==> src/rtl/tl_sensor_cond.sv <==
// Sensor conditioning for the left-turn traffic-light controller: per-channel
// 2-flop sync, symmetric debounce and minimum-on hold for ta/tal/tb/tbl.
module tl_sensor_cond #(
   parameter int unsigned DB_CYCLES   = 4,
   parameter int unsigned HOLD_CYCLES = 8,
   parameter int unsigned CNT_W       = 4
) (
   input  logic clk,
   input  logic reset_n,
   input  logic ta_raw,
   input  logic tal_raw,
   input  logic tb_raw,
   input  logic tbl_raw,
   output logic ta,
   output logic tal,
   output logic tb,
   output logic tbl
);

   localparam int unsigned NCH = 4;
   localparam logic [CNT_W-1:0] DB_LAST   = CNT_W'(DB_CYCLES);
   localparam logic [CNT_W-1:0] HOLD_LAST = CNT_W'((HOLD_CYCLES == 0) ? 0 : HOLD_CYCLES - 1);

   typedef enum logic [2:0] {
      ST_OFF  = 3'd0,
      ST_RISE = 3'd1,
      ST_HOLD = 3'd2,
      ST_ON   = 3'd3,
      ST_FALL = 3'd4
   } state_e;

   logic [NCH-1:0] raw_c;
   logic [NCH-1:0] cond_c;

   assign raw_c = {tbl_raw, tb_raw, tal_raw, ta_raw};

   for (genvar g = 0; g < NCH; g++) begin : g_ch
      logic             meta_q;
      logic             sync_q;
      logic             out_q;
      logic             out_d;
      state_e           state_q;
      state_e           state_d;
      logic [CNT_W-1:0] cnt_q;
      logic [CNT_W-1:0] cnt_d;
      logic [CNT_W-1:0] cnt_inc_c;

      assign cnt_inc_c = cnt_q + CNT_W'(1);

      always_ff @(posedge clk or negedge reset_n) begin
         if (!reset_n) begin
            meta_q  <= 1'b0;
            sync_q  <= 1'b0;
            out_q   <= 1'b0;
            state_q <= ST_OFF;
            cnt_q   <= '0;
         end else begin
            meta_q  <= raw_c[g];
            sync_q  <= meta_q;
            out_q   <= out_d;
            state_q <= state_d;
            cnt_q   <= cnt_d;
         end
      end

      // Debounce/hold decision; only the synchronized level is ever consulted.
      always_comb begin
         state_d = state_q;
         cnt_d   = cnt_q;
         out_d   = out_q;
         case (state_q)
            ST_OFF: begin
               out_d = 1'b0;
               if (sync_q) begin
                  state_d = ST_RISE;
                  cnt_d   = CNT_W'(1);
               end
            end
            ST_RISE: begin
               out_d = 1'b0;
               if (!sync_q) begin
                  state_d = ST_OFF;
                  cnt_d   = '0;
               end else if (cnt_q == DB_LAST) begin
                  state_d = (HOLD_CYCLES == 0) ? ST_ON : ST_HOLD;
                  out_d   = 1'b1;
                  cnt_d   = '0;
               end else begin
                  cnt_d = cnt_inc_c;
               end
            end
            ST_HOLD: begin
               out_d = 1'b1;
               if (cnt_inc_c >= HOLD_LAST) begin
                  state_d = ST_ON;
                  cnt_d   = '0;
               end else begin
                  cnt_d = cnt_inc_c;
               end
            end
            ST_ON: begin
               out_d = 1'b1;
               if (!sync_q) begin
                  state_d = ST_FALL;
                  cnt_d   = CNT_W'(1);
               end
            end
            ST_FALL: begin
               out_d = 1'b1;
               if (sync_q) begin
                  state_d = ST_ON;
                  cnt_d   = '0;
               end else if (cnt_q == DB_LAST) begin
                  state_d = ST_OFF;
                  out_d   = 1'b0;
                  cnt_d   = '0;
               end else begin
                  cnt_d = cnt_inc_c;
               end
            end
            default: begin
               state_d = ST_OFF;
               out_d   = 1'b0;
               cnt_d   = '0;
            end
         endcase
      end

      assign cond_c[g] = out_q;
   end

   assign ta  = cond_c[0];
   assign tal = cond_c[1];
   assign tb  = cond_c[2];
   assign tbl = cond_c[3];

endmodule

==> config.mk <==
export PLATFORM = sky130hd
export DESIGN_NAME = tl_sensor_cond
export DESIGN_NICKNAME = d
export VERILOG_FILES = /design/src/rtl/tl_sensor_cond.sv
export SDC_FILE = /design/constraint.sdc
export NUM_CORES = 1
export LEC_CHECK = 0
export BUFFER_PORTS_ARGS = -buffer_cell sky130_fd_sc_hd__buf_2
export CELL_PAD_IN_SITES_DETAIL_PLACEMENT = 0
export CELL_PAD_IN_SITES_GLOBAL_PLACEMENT = 1
export CORE_MARGIN = 3
export CORE_UTILIZATION = 40
export CTS_CLUSTER_SIZE = 25
export DETAILED_ROUTE_END_ITERATION = 8
export PLACE_DENSITY = 0.69
export SLEW_MARGIN = 20
export SYNTH_ARGS = -nofsm -noshare
export SYNTH_HDL_FRONTEND = slang
export SYNTH_SLANG_ARGS = --single-unit
export TNS_END_PERCENT = 1
==> constraint.sdc <==
create_clock -name clk -period 1.8 [get_ports clk]
set_clock_uncertainty 0.15 [all_clocks]
set_input_delay 0.27 -clock clk [delete_from_list [all_inputs] [get_ports clk]]
set_output_delay 0.27 -clock clk [all_outputs]
set_load 0.005 [all_outputs]
# ---- Word level (Yosys, flattened, before mapping)
# Cells that the tools add are included.
dict set report classes {
  addsub 4
  order_cmp 4
  eq_ne 40
  muxes 80
  reduce_logical 16
}
# op n
set op_table {}
lappend op_table {{two-way mux 4 bit} 24}
lappend op_table {{two-way mux 3 bit} 28}
lappend op_table {{case mux 4 bit (5 select lines)} 4}
lappend op_table {{case mux 3 bit (5 select lines)} 4}
lappend op_table {{== test 3 x 2 -> 1 bit, second input constant} 8}
lappend op_table {{!= test 2 bit, second input constant} 12}
lappend op_table {{!= test 3 bit, second input constant} 8}
lappend op_table {{AND reduction 5 bit} 4}
lappend op_table {{adder 4 x 1 -> 4 bit, second input constant} 4}
lappend op_table {{== test 4 x 3 -> 1 bit, second input constant} 4}
lappend op_table {{>= comparator 4 x 3 -> 1 bit, second input constant} 4}
lappend op_table {{two-way mux 1 bit} 16}
lappend op_table {{== test 3 x 1 -> 1 bit, second input constant} 4}
lappend op_table {{== test 3 bit, second input constant} 4}
lappend op_table {{zero test 3 bit} 4}
lappend op_table {{case mux 1 bit (3 select lines)} 4}
lappend op_table {{AND reduction 2 bit} 4}
lappend op_table {{OR reduction 2 bit} 4}
dict set report word_totals {
  ff_bits 40
  in_bits 6
  elab_cells 164
}

# ---- Logic depth before layout (Yosys ltp)
# Gate-level depths: netlist of the first run.
dict set report depth {
  ltp_word 4
  mapped_depth 8
  depth_no_buf 7
}

# ---- Least setup slack after synthesis of the first run
# No wires, ideal clock.
dict set report synth_path {
  path_type {reg2reg}
  startpoint {reg g_ch[0].cnt_q[0]}
  endpoint {reg g_ch[0].cnt_q[2]}
  arrival_time_ns 1.589
  required_ns 1.522
  path_slack_ns -0.067
  path_stages_with_launch 9
  path_cell_list {dfrtp_1 -> inv_1 -> ha_1 -> and3b_1 -> clkbuf_1 -> a211o_1 -> a21boi_1 -> o21bai_1 -> o2bb2ai_1}
}
dict set report synth_via {
  elab_chain_cells 4
}
# element line_no
set synth_lines {}
lappend synth_lines {{start: declaration} 44} ;# logic [CNT_W-1:0] cnt_q;
lappend synth_lines {{start signal: assignment} 62} ;# cnt_q <= cnt_d;
lappend synth_lines {{adder 4 x 1 -> 4 bit / == test 4 x 3 -> 1 bit (equally long branches)} {48, 84, 113}}
lappend synth_lines {{>= comparator 4 x 3 -> 1 bit / two-way mux 4 bit (equally long branches)} {94, 84, 113}}
lappend synth_lines {{two-way mux 4 bit, on equally long branches} {94, 110, 81}}
lappend synth_lines {{case mux 4 bit (5 select lines) *} 71} ;# case (state_q)
# Every way passes the cells marked *; elsewhere a longest branch is shown, timed or not.
# A chain may end at the register's enable or synchronous reset.

# ---- Worst setup path in the final report of the first run
dict set report layout_path {
  startpoint {reg g_ch[1].cnt_q[0]}
  endpoint {reg g_ch[1].cnt_q[0]}
}
dict set report layout_via {
  elab_chain_cells 4
}
# element line_no
set layout_lines {}
lappend layout_lines {{start: declaration} 44}
lappend layout_lines {{start signal: assignment} 62}
lappend layout_lines {{adder 4 x 1 -> 4 bit / == test 4 x 3 -> 1 bit (equally long branches)} {48, 84, 113}}
lappend layout_lines {{>= comparator 4 x 3 -> 1 bit / two-way mux 4 bit (equally long branches)} {94, 84, 113}}
lappend layout_lines {{two-way mux 4 bit, on equally long branches} {94, 110, 81}}
lappend layout_lines {{case mux 4 bit (5 select lines) *} 71}
# Marked as above.

==> metrics.txt, run 1 <==
length of the first detailed-routing pass in iterations=7; H-tree levels=2; number of violations reported at the end of detailed-routing iteration 0=82; Clk Tree Root Cell=sky130_fd_sc_hd__clkbuf_8; number of pins exceeding their max-slew limit in the final report=0; mux cell area share after synthesis=0; Worst Setup End Kind=flip-flop; class of the most critical setup path=reg -> reg; cell area after technology mapping=0.00236 mm^2; clock latency on the worst-skew pair=0.29 ns; Avg Inst Size Synth=9.20 um^2; post-synthesis net count=275; cell area after placement=0.00286 mm^2; final antenna-violating net count=0; compound-cell area share of the yosys netlist=0.239; clock tree from TritonCTS=yes; Clk pin slew, worst setup/hold paths=0.08 ns; clock sink total=40; hpwl dp=3620 um; share of total power in combinational logic=0.542; max-cap violation count=0; Total Die Area=0.00687 mm^2; Die Ht=82.9 um; Seq/Total Area, Yosys=0.423; post-synthesis share of cell area spent on full adders, half adders and majority gates=0.0635; antenna diode count=0; cell-by-cell listing of the critical path=ha_4, xor2_1, a211oi_2, nor3b_2, a21oi_1, a221oi_1; clock network fraction of design power=0.144; power density over the cells=1410 mW/mm^2; ys async rst share=1.00; post-synthesis xor/xnor area fraction=0.0296; Num CTS Buffers=5; count of flip-flops with a built-in enable after synthesis=0; warning count from the yosys run=0; Arr. time, crit path=1.83 ns; Final Hold Vio Count=0; share of the core filled with cells=0.551; number of buffer cells added on primary ports=9; design area=0.00309 mm^2; placer congestion estimate=0.791; total internal power=2.67 mW; final routed DRC violation total=0; Sw Ratio=0.388; critical path's slowest cell=sky130_fd_sc_hd__dfrtp_2; unrepaired setup endpoints after global routing=yes; Final Cycle Share=0.992; required time at the worst-slack endpoint=1.85 ns; gate count of the mapped netlist=257; number of antenna violations at the first check in global routing=0; post-synthesis share of cell area spent on and, or, nand and nor gates=0.188; share of total power in sequential cells=0.314; relative slew slack=0.736; overall global routing resource usage=0.152; Avg Vias per Cell=5.12; pin count of the biggest net entering global routing=26; final setup vio count=0; remaining global-route overflow=0; beginning of the critical path=g_ch[1].cnt_q[0]; Boundary Pins=10; maximum fanout count along the critical path=4; synthesis-to-layout area growth=30.6%; unique cell type count in the Yosys netlist=45; drt total wl=4860 um; origin of the critical flop-to-flop path=g_ch[1].cnt_q[0]; worst hold slack=0.197 ns; combinational family with the most area after synthesis=compound AO/OA/AOI/OAI gates; global-route wire length before repair=8790 um; Setup crit start kind=flip-flop; vias in the first global route=1936; hold wc startpoint=g_ch[1].meta_q; buffer depth of the longest clock path=2; Hold WC Path Type=reg -> reg; #FFs+latches synth=40; final critical delay including setup and external delays=1.79 ns; IR Drop Worst-Case VDD=0.000696 V; predominant post-synthesis flop cell=sky130_fd_sc_hd__dfrtp_1; via count of the routed design=2003; status=finished, final reports clean; core region area=0.00561 mm^2; Die Span X=82.9 um; share of final-layout standard cells stronger than drive strength 1=0.298; delay contributed by the slowest stage of the critical path=0.45 ns; final net count=336; number of placement rows=27; setup TNS=0 ns; leakage power=1.47 nW; Fmax=560 MHz; routed wire length per instance=12.4 um; effective utilization at floorplan=0.422; total net switching power=1.69 mW; Least-Margin Pin Slew=0.397 ns
==> cell families after synthesis <==
family	after synthesis
compound gates	83
xor+xnor	8
fa+ha+maj	12
buf+inv	32
flops	40
simple gates	82
==> worst max-delay path, delay by kind of cell, from the launching register on <==
family,cells,cell delay [ns]
adders and majority gates,1,0.17
AOI/OAI and AO/OA,3,0.53
DFF,1,0.45
xor gates and xnor gates,1,0.16
and+or+nand+nor,1,0.22
==> synth_stat cells (2+ instances only) <==
| cell | count | area, um^2 |
|---|---|---|
| sky130_fd_sc_hd__nor2b_1 | 4 | 25.0 |
| sky130_fd_sc_hd__clkbuf_1 | 7 | 26.3 |
| sky130_fd_sc_hd__o2bb2ai_1 | 2 | 17.5 |
| sky130_fd_sc_hd__inv_1 | 22 | 82.6 |
| sky130_fd_sc_hd__a31oi_1 | 2 | 12.5 |
| sky130_fd_sc_hd__o211ai_1 | 3 | 22.5 |
| sky130_fd_sc_hd__xor2_1 | 8 | 70.1 |
| sky130_fd_sc_hd__o22ai_1 | 3 | 18.8 |
| sky130_fd_sc_hd__ha_1 | 12 | 150 |
| sky130_fd_sc_hd__o21bai_1 | 4 | 30.0 |
| sky130_fd_sc_hd__nor3b_1 | 5 | 37.5 |
| sky130_fd_sc_hd__nand3b_1 | 6 | 45.0 |
| sky130_fd_sc_hd__a21o_1 | 4 | 30.0 |
| sky130_fd_sc_hd__nand3_1 | 12 | 60.1 |
| sky130_fd_sc_hd__nor2_1 | 15 | 56.3 |
| sky130_fd_sc_hd__a21oi_1 | 18 | 90.1 |
| sky130_fd_sc_hd__a211oi_1 | 3 | 22.5 |
| sky130_fd_sc_hd__o32ai_1 | 2 | 17.5 |
| sky130_fd_sc_hd__o31ai_1 | 4 | 30.0 |
| sky130_fd_sc_hd__o21ai_0 | 19 | 95.1 |
| sky130_fd_sc_hd__o21a_1 | 4 | 30.0 |
| sky130_fd_sc_hd__nand2_1 | 24 | 90.1 |
| sky130_fd_sc_hd__a21boi_1 | 2 | 15.0 |
| sky130_fd_sc_hd__a221o_1 | 2 | 20.0 |
| sky130_fd_sc_hd__or3b_1 | 4 | 35.0 |
| sky130_fd_sc_hd__nand2b_1 | 3 | 18.8 |
| sky130_fd_sc_hd__a221oi_1 | 2 | 17.5 |
| sky130_fd_sc_hd__o41ai_1 | 2 | 17.5 |
| sky130_fd_sc_hd__and3b_1 | 3 | 26.3 |
| sky130_fd_sc_hd__dfrtp_1 | 40 | 1000 |
| sky130_fd_sc_hd__a211o_1 | 2 | 17.5 |
==> cell type report <==
cell class | instances | area (um^2)
sequential | 40 | 1000
tap | 72 | 90.1
multi-input combinational | 185 | 1330
timing repair buffer | 64 | 487
inverter | 22 | 82.6
clock buffer | 7 | 86.3
fill | 530 | 2520
clock inverter | 1 | 7.51
==> placed cells by master, fill, tap and decap left out, types with 3 or more instances in the layout <==
cell type,instances
sky130_fd_sc_hd__o31ai_1,4
sky130_fd_sc_hd__or3b_1,4
sky130_fd_sc_hd__buf_2,9
sky130_fd_sc_hd__xor2_1,8
sky130_fd_sc_hd__nor3b_1,3
sky130_fd_sc_hd__clkbuf_8,6
sky130_fd_sc_hd__inv_2,5
sky130_fd_sc_hd__nor3b_2,3
sky130_fd_sc_hd__a21oi_2,3
sky130_fd_sc_hd__ha_1,9
sky130_fd_sc_hd__o211ai_1,3
sky130_fd_sc_hd__a21boi_4,3
sky130_fd_sc_hd__buf_4,48
sky130_fd_sc_hd__dlygate4sd3_1,5
sky130_fd_sc_hd__o21a_1,4
sky130_fd_sc_hd__nand3b_1,6
sky130_fd_sc_hd__nor2_1,15
sky130_fd_sc_hd__o22ai_1,3
sky130_fd_sc_hd__dfrtp_1,39
sky130_fd_sc_hd__nand2b_1,3
sky130_fd_sc_hd__o21ai_0,16
sky130_fd_sc_hd__a21oi_1,15
sky130_fd_sc_hd__nand2_1,24
sky130_fd_sc_hd__inv_1,17
sky130_fd_sc_hd__o21bai_1,4
sky130_fd_sc_hd__nand3_1,12
sky130_fd_sc_hd__a21o_1,4
sky130_fd_sc_hd__nor2b_1,4
==> worst paths after layout <==
check / to / slack (ns) / depth (start not counted)
min: g_ch[1].sync_q / 0.20 / 0
max reg2reg: g_ch[1].cnt_q[0] / 0.01 / 6
min reg2reg: g_ch[1].sync_q / 0.20 / 0
max in group asynchronous: g_ch[0].state_q[2] / 0.75 / 3
max: g_ch[1].cnt_q[0] / 0.01 / 6
min in group asynchronous: g_ch[1].cnt_q[0] / 0.28 / 2
==> routing by layer <==
metal | part of all wire | GRT usage
met1 | 0.50 | 0.216
met2 | 0.46 | 0.234
met3 | 0.028 | 0.0317
met4 | 0.0095 | 0.0401
met5 | 0 | 0
==> state kept, by name (all words and copies together), names as in the netlist <==
name          cells
g_ch.cnt_q       16
g_ch.state_q     12
g_ch.meta_q       4
g_ch.sync_q       4
ta                1
tal               1
tb                1
tbl               1
==> power by group through the flow <==
stage	Clock (mW)	Combinational (mW)	Sequential (mW)
6_report	0.627	2.37	1.37
5_1_grt	0.697	2.66	1.42
3_3_place_gp	0	2.24	1.37
4_1_cts	0.662	2.28	1.36
3_5_place_dp	0	2.24	1.37
2_1_floorplan	0	1.33	1.39
==> stage by stage <==
stage	power, mW	instances	worst slack [ns]
global route	4.78	391	-0.135
detailed placement	3.61	378	-0.124
CTS	4.31	391	-0.0213
global placement	3.61	378	-0.0309
finish	4.37	391	0.0141
floorplan	2.72	257	-0.0182
==> repair_timing <==
action | CTS | global route
pin swaps | 1 | 11
setup endpoints to repair | 6 | 14
setup buffers | 0 | 0
hold buffers | 5 | 0
hold endpoints to repair | 19 | 0
gates resized for setup | 5 | 21
Power figures use the tool's default switching activity.
==> inputs of run 2 (changes only) <==
--- a/config.mk
+++ b/config.mk
@@ -6,9 +6,10 @@
 export NUM_CORES = 1
 export LEC_CHECK = 0
 export BUFFER_PORTS_ARGS = -buffer_cell sky130_fd_sc_hd__buf_2
+export CAP_MARGIN = 15
 export CELL_PAD_IN_SITES_DETAIL_PLACEMENT = 0
 export CELL_PAD_IN_SITES_GLOBAL_PLACEMENT = 1
-export CORE_MARGIN = 3
+export CORE_MARGIN = 4
 export CORE_UTILIZATION = 40
 export CTS_CLUSTER_SIZE = 25
 export DETAILED_ROUTE_END_ITERATION = 8
==> run 2 against run 1 <==
Net effect:
- the run now ends with negative setup slack left
- routed wire length is 1.7% lower
- combinational power is 2% lower
- fmax decreased by 5.5%
- cell count down 1.5%
- power down 3.2%
- largest power group unchanged
- flip-flop and latch count stayed put
- critical endpoint unchanged
- register-to-register slack worse by 0.10 ns
- final area fell by 2.5%
- sequential share of layout area is 0.79 points higher
- count of clock-buffer cells in the layout fell by 1
==> metrics.txt, run 2 (synthesis results as in run 1) <==
clock sink total=40; buffer depth of the longest clock path=2; Fillers=534; placer congestion estimate=0.785; routed wire length per instance=12.4 um; IR Drop Worst-Case VDD=0.000551 V; post-placement worst setup slack=-0.142 ns; power density over the cells=1400 mW/mm^2; Setup crit start kind=flip-flop; class of the most critical setup path=reg -> reg; min setup slack post-route=-0.0900 ns; Final Hold Vio Count=0; Hold WC Path Type=reg -> reg; number of antenna violations at the first check in global routing=0; synthesis-to-layout area growth=27.3%; effective utilization at floorplan=0.422; hpwl dp=3570 um; share of final-layout standard cells stronger than drive strength 1=0.262; violated checks=negative setup slack; Clk pin slew, worst setup/hold paths=0.07 ns; global-route wire length before repair=8540 um; number of pins exceeding their max-slew limit in the final report=0; wire length on met1=2390 um; drt total wl=4780 um; Final Cycle Share=1.05; antenna diode count=0; core region area=0.00561 mm^2; required time at the worst-slack endpoint=1.85 ns; clock tree from TritonCTS=yes; Detail Route met2 WL=2190 um; via count of the routed design=1981; Worst Setup End Kind=flip-flop; Least-Margin Pin Slew=0.427 ns; overall global routing resource usage=0.145; vias in the first global route=1868; wire length on met3=133 um; worst hold slack=0.199 ns; design area=0.00301 mm^2; Die Span X=84.9 um; final critical delay including setup and external delays=1.89 ns; length of the first detailed-routing pass in iterations=4; unrepaired setup endpoints after global routing=yes; leading cell types in the layout, fill and taps excluded=44 x sky130_fd_sc_hd__buf_4, 40 x sky130_fd_sc_hd__dfrtp_1, 24 x sky130_fd_sc_hd__nand2_1; H-tree levels=2; max-cap violation count=0; Avg Vias per Cell=5.15; Clk Tree Root Cell=sky130_fd_sc_hd__clkbuf_8; Die Ht=84.9 um; most common library cell in the layout ignoring fill and taps=sky130_fd_sc_hd__buf_4; Boundary Pins=10; number of flip-flops under the largest register name=16; highest routed metal layer=met4; final routed DRC violation total=0; largest registers=g_ch.cnt_q (16), g_ch.state_q (12); final antenna-violating net count=0; number of violations reported at the end of detailed-routing iteration 0=49; status=finished, violations left; leakage power=1.43 nW; relative slew slack=0.715; pin count of the biggest net entering global routing=25; number of placement rows=27; Fmax=529 MHz; number of buffer cells added on primary ports=9; Arr. time, crit path=1.94 ns; final setup vio count=1; final net count=331; Total Die Area=0.00721 mm^2; worst-case register-to-register setup slack=-0.09 ns; cell area after placement=0.00281 mm^2; clock latency on the worst-skew pair=0.29 ns; remaining global-route overflow=0; Num CTS Buffers=5; maximum fanout count along the critical path=4; Top reg by flops=g_ch.cnt_q
-- run 2: cell count changes in the layout (fill, tap and decap cells not counted), sizes merged --
cell      delta
clkbuf       -1
buf          -5
clkinv       +1
clkinvlp     -1
-- run 2: timing repair --
item | 4_1_cts | 5_1_grt
endpoints found under the hold margin | 20 | 0
hold buffers | 5 | 0
buffers inserted | 0 | 1
pin swaps | 3 | 6
setup endpoints to repair | 5 | 15
gates resized for setup | 5 | 11
-- run 2: per-layer routing --
metal / vias up / GRT usage
li1: 1019 / -
met1: 936 / 0.201
met2: 19 / 0.221
met3: 7 / 0.0427
met4: 0 / 0.0403
met5: - / 0
-- run 2: area by class of cell --
type                            count  area (um^2)  share of cell area
Multi-Input combinational cell    185         1310               0.436
Sequential cell                    40         1000               0.333
Timing Repair Buffer               59          445               0.148
Tap cell                           72         90.1              0.0299
Inverter                           22         82.6              0.0274
Clock buffer                        6         72.6              0.0241
Clock inverter                      1         5.00             0.00166
-- run 2: path summary, 6_finish.rpt --
path                                        from            endpoint  depth (start not counted)
worst max-delay path            g_ch[1].cnt_q[0]    g_ch[1].cnt_q[0]                          6
worst min-delay path              g_ch[0].meta_q      g_ch[0].sync_q                          0
worst max register to register  g_ch[1].cnt_q[0]    g_ch[1].cnt_q[0]                          6
worst min register to register    g_ch[0].meta_q      g_ch[0].sync_q                          0
max in group asynchronous                reset_n  g_ch[2].state_q[0]                          3
min in group asynchronous                reset_n    g_ch[1].cnt_q[0]                          2
-- run 2: critical path, stage by stage (launching register included) --
cell and delay (ns):
sky130_fd_sc_hd__dfrtp_1 0.44, sky130_fd_sc_hd__ha_2 0.22, sky130_fd_sc_hd__xor2_1 0.17, sky130_fd_sc_hd__a211oi_2 0.26
sky130_fd_sc_hd__nor3b_4 0.26, sky130_fd_sc_hd__a21oi_2 0.07, sky130_fd_sc_hd__a221oi_2 0.24
-- run 2: report_power, final --
part           internal [mW]  total (mW)  switching (mW)
Clock                  0.264       0.558           0.295
Sequential              1.15        1.35           0.199
Combinational           1.14        2.32            1.17
-- run 2: per-stage QoR --
stage | util | TNS [ns] | power [mW] | cells
2_1_floorplan | - | -0.0316 | 2.72 | 257
3_3_place_gp | 0.501 | -0.0327 | 3.54 | 372
3_5_place_dp | 0.501 | -0.221 | 3.54 | 372
4_1_cts | 0.526 | -0.0550 | 4.15 | 384
5_1_grt | 0.537 | -0.626 | 4.65 | 385
6_report | 0.537 | -0.0900 | 4.23 | 385
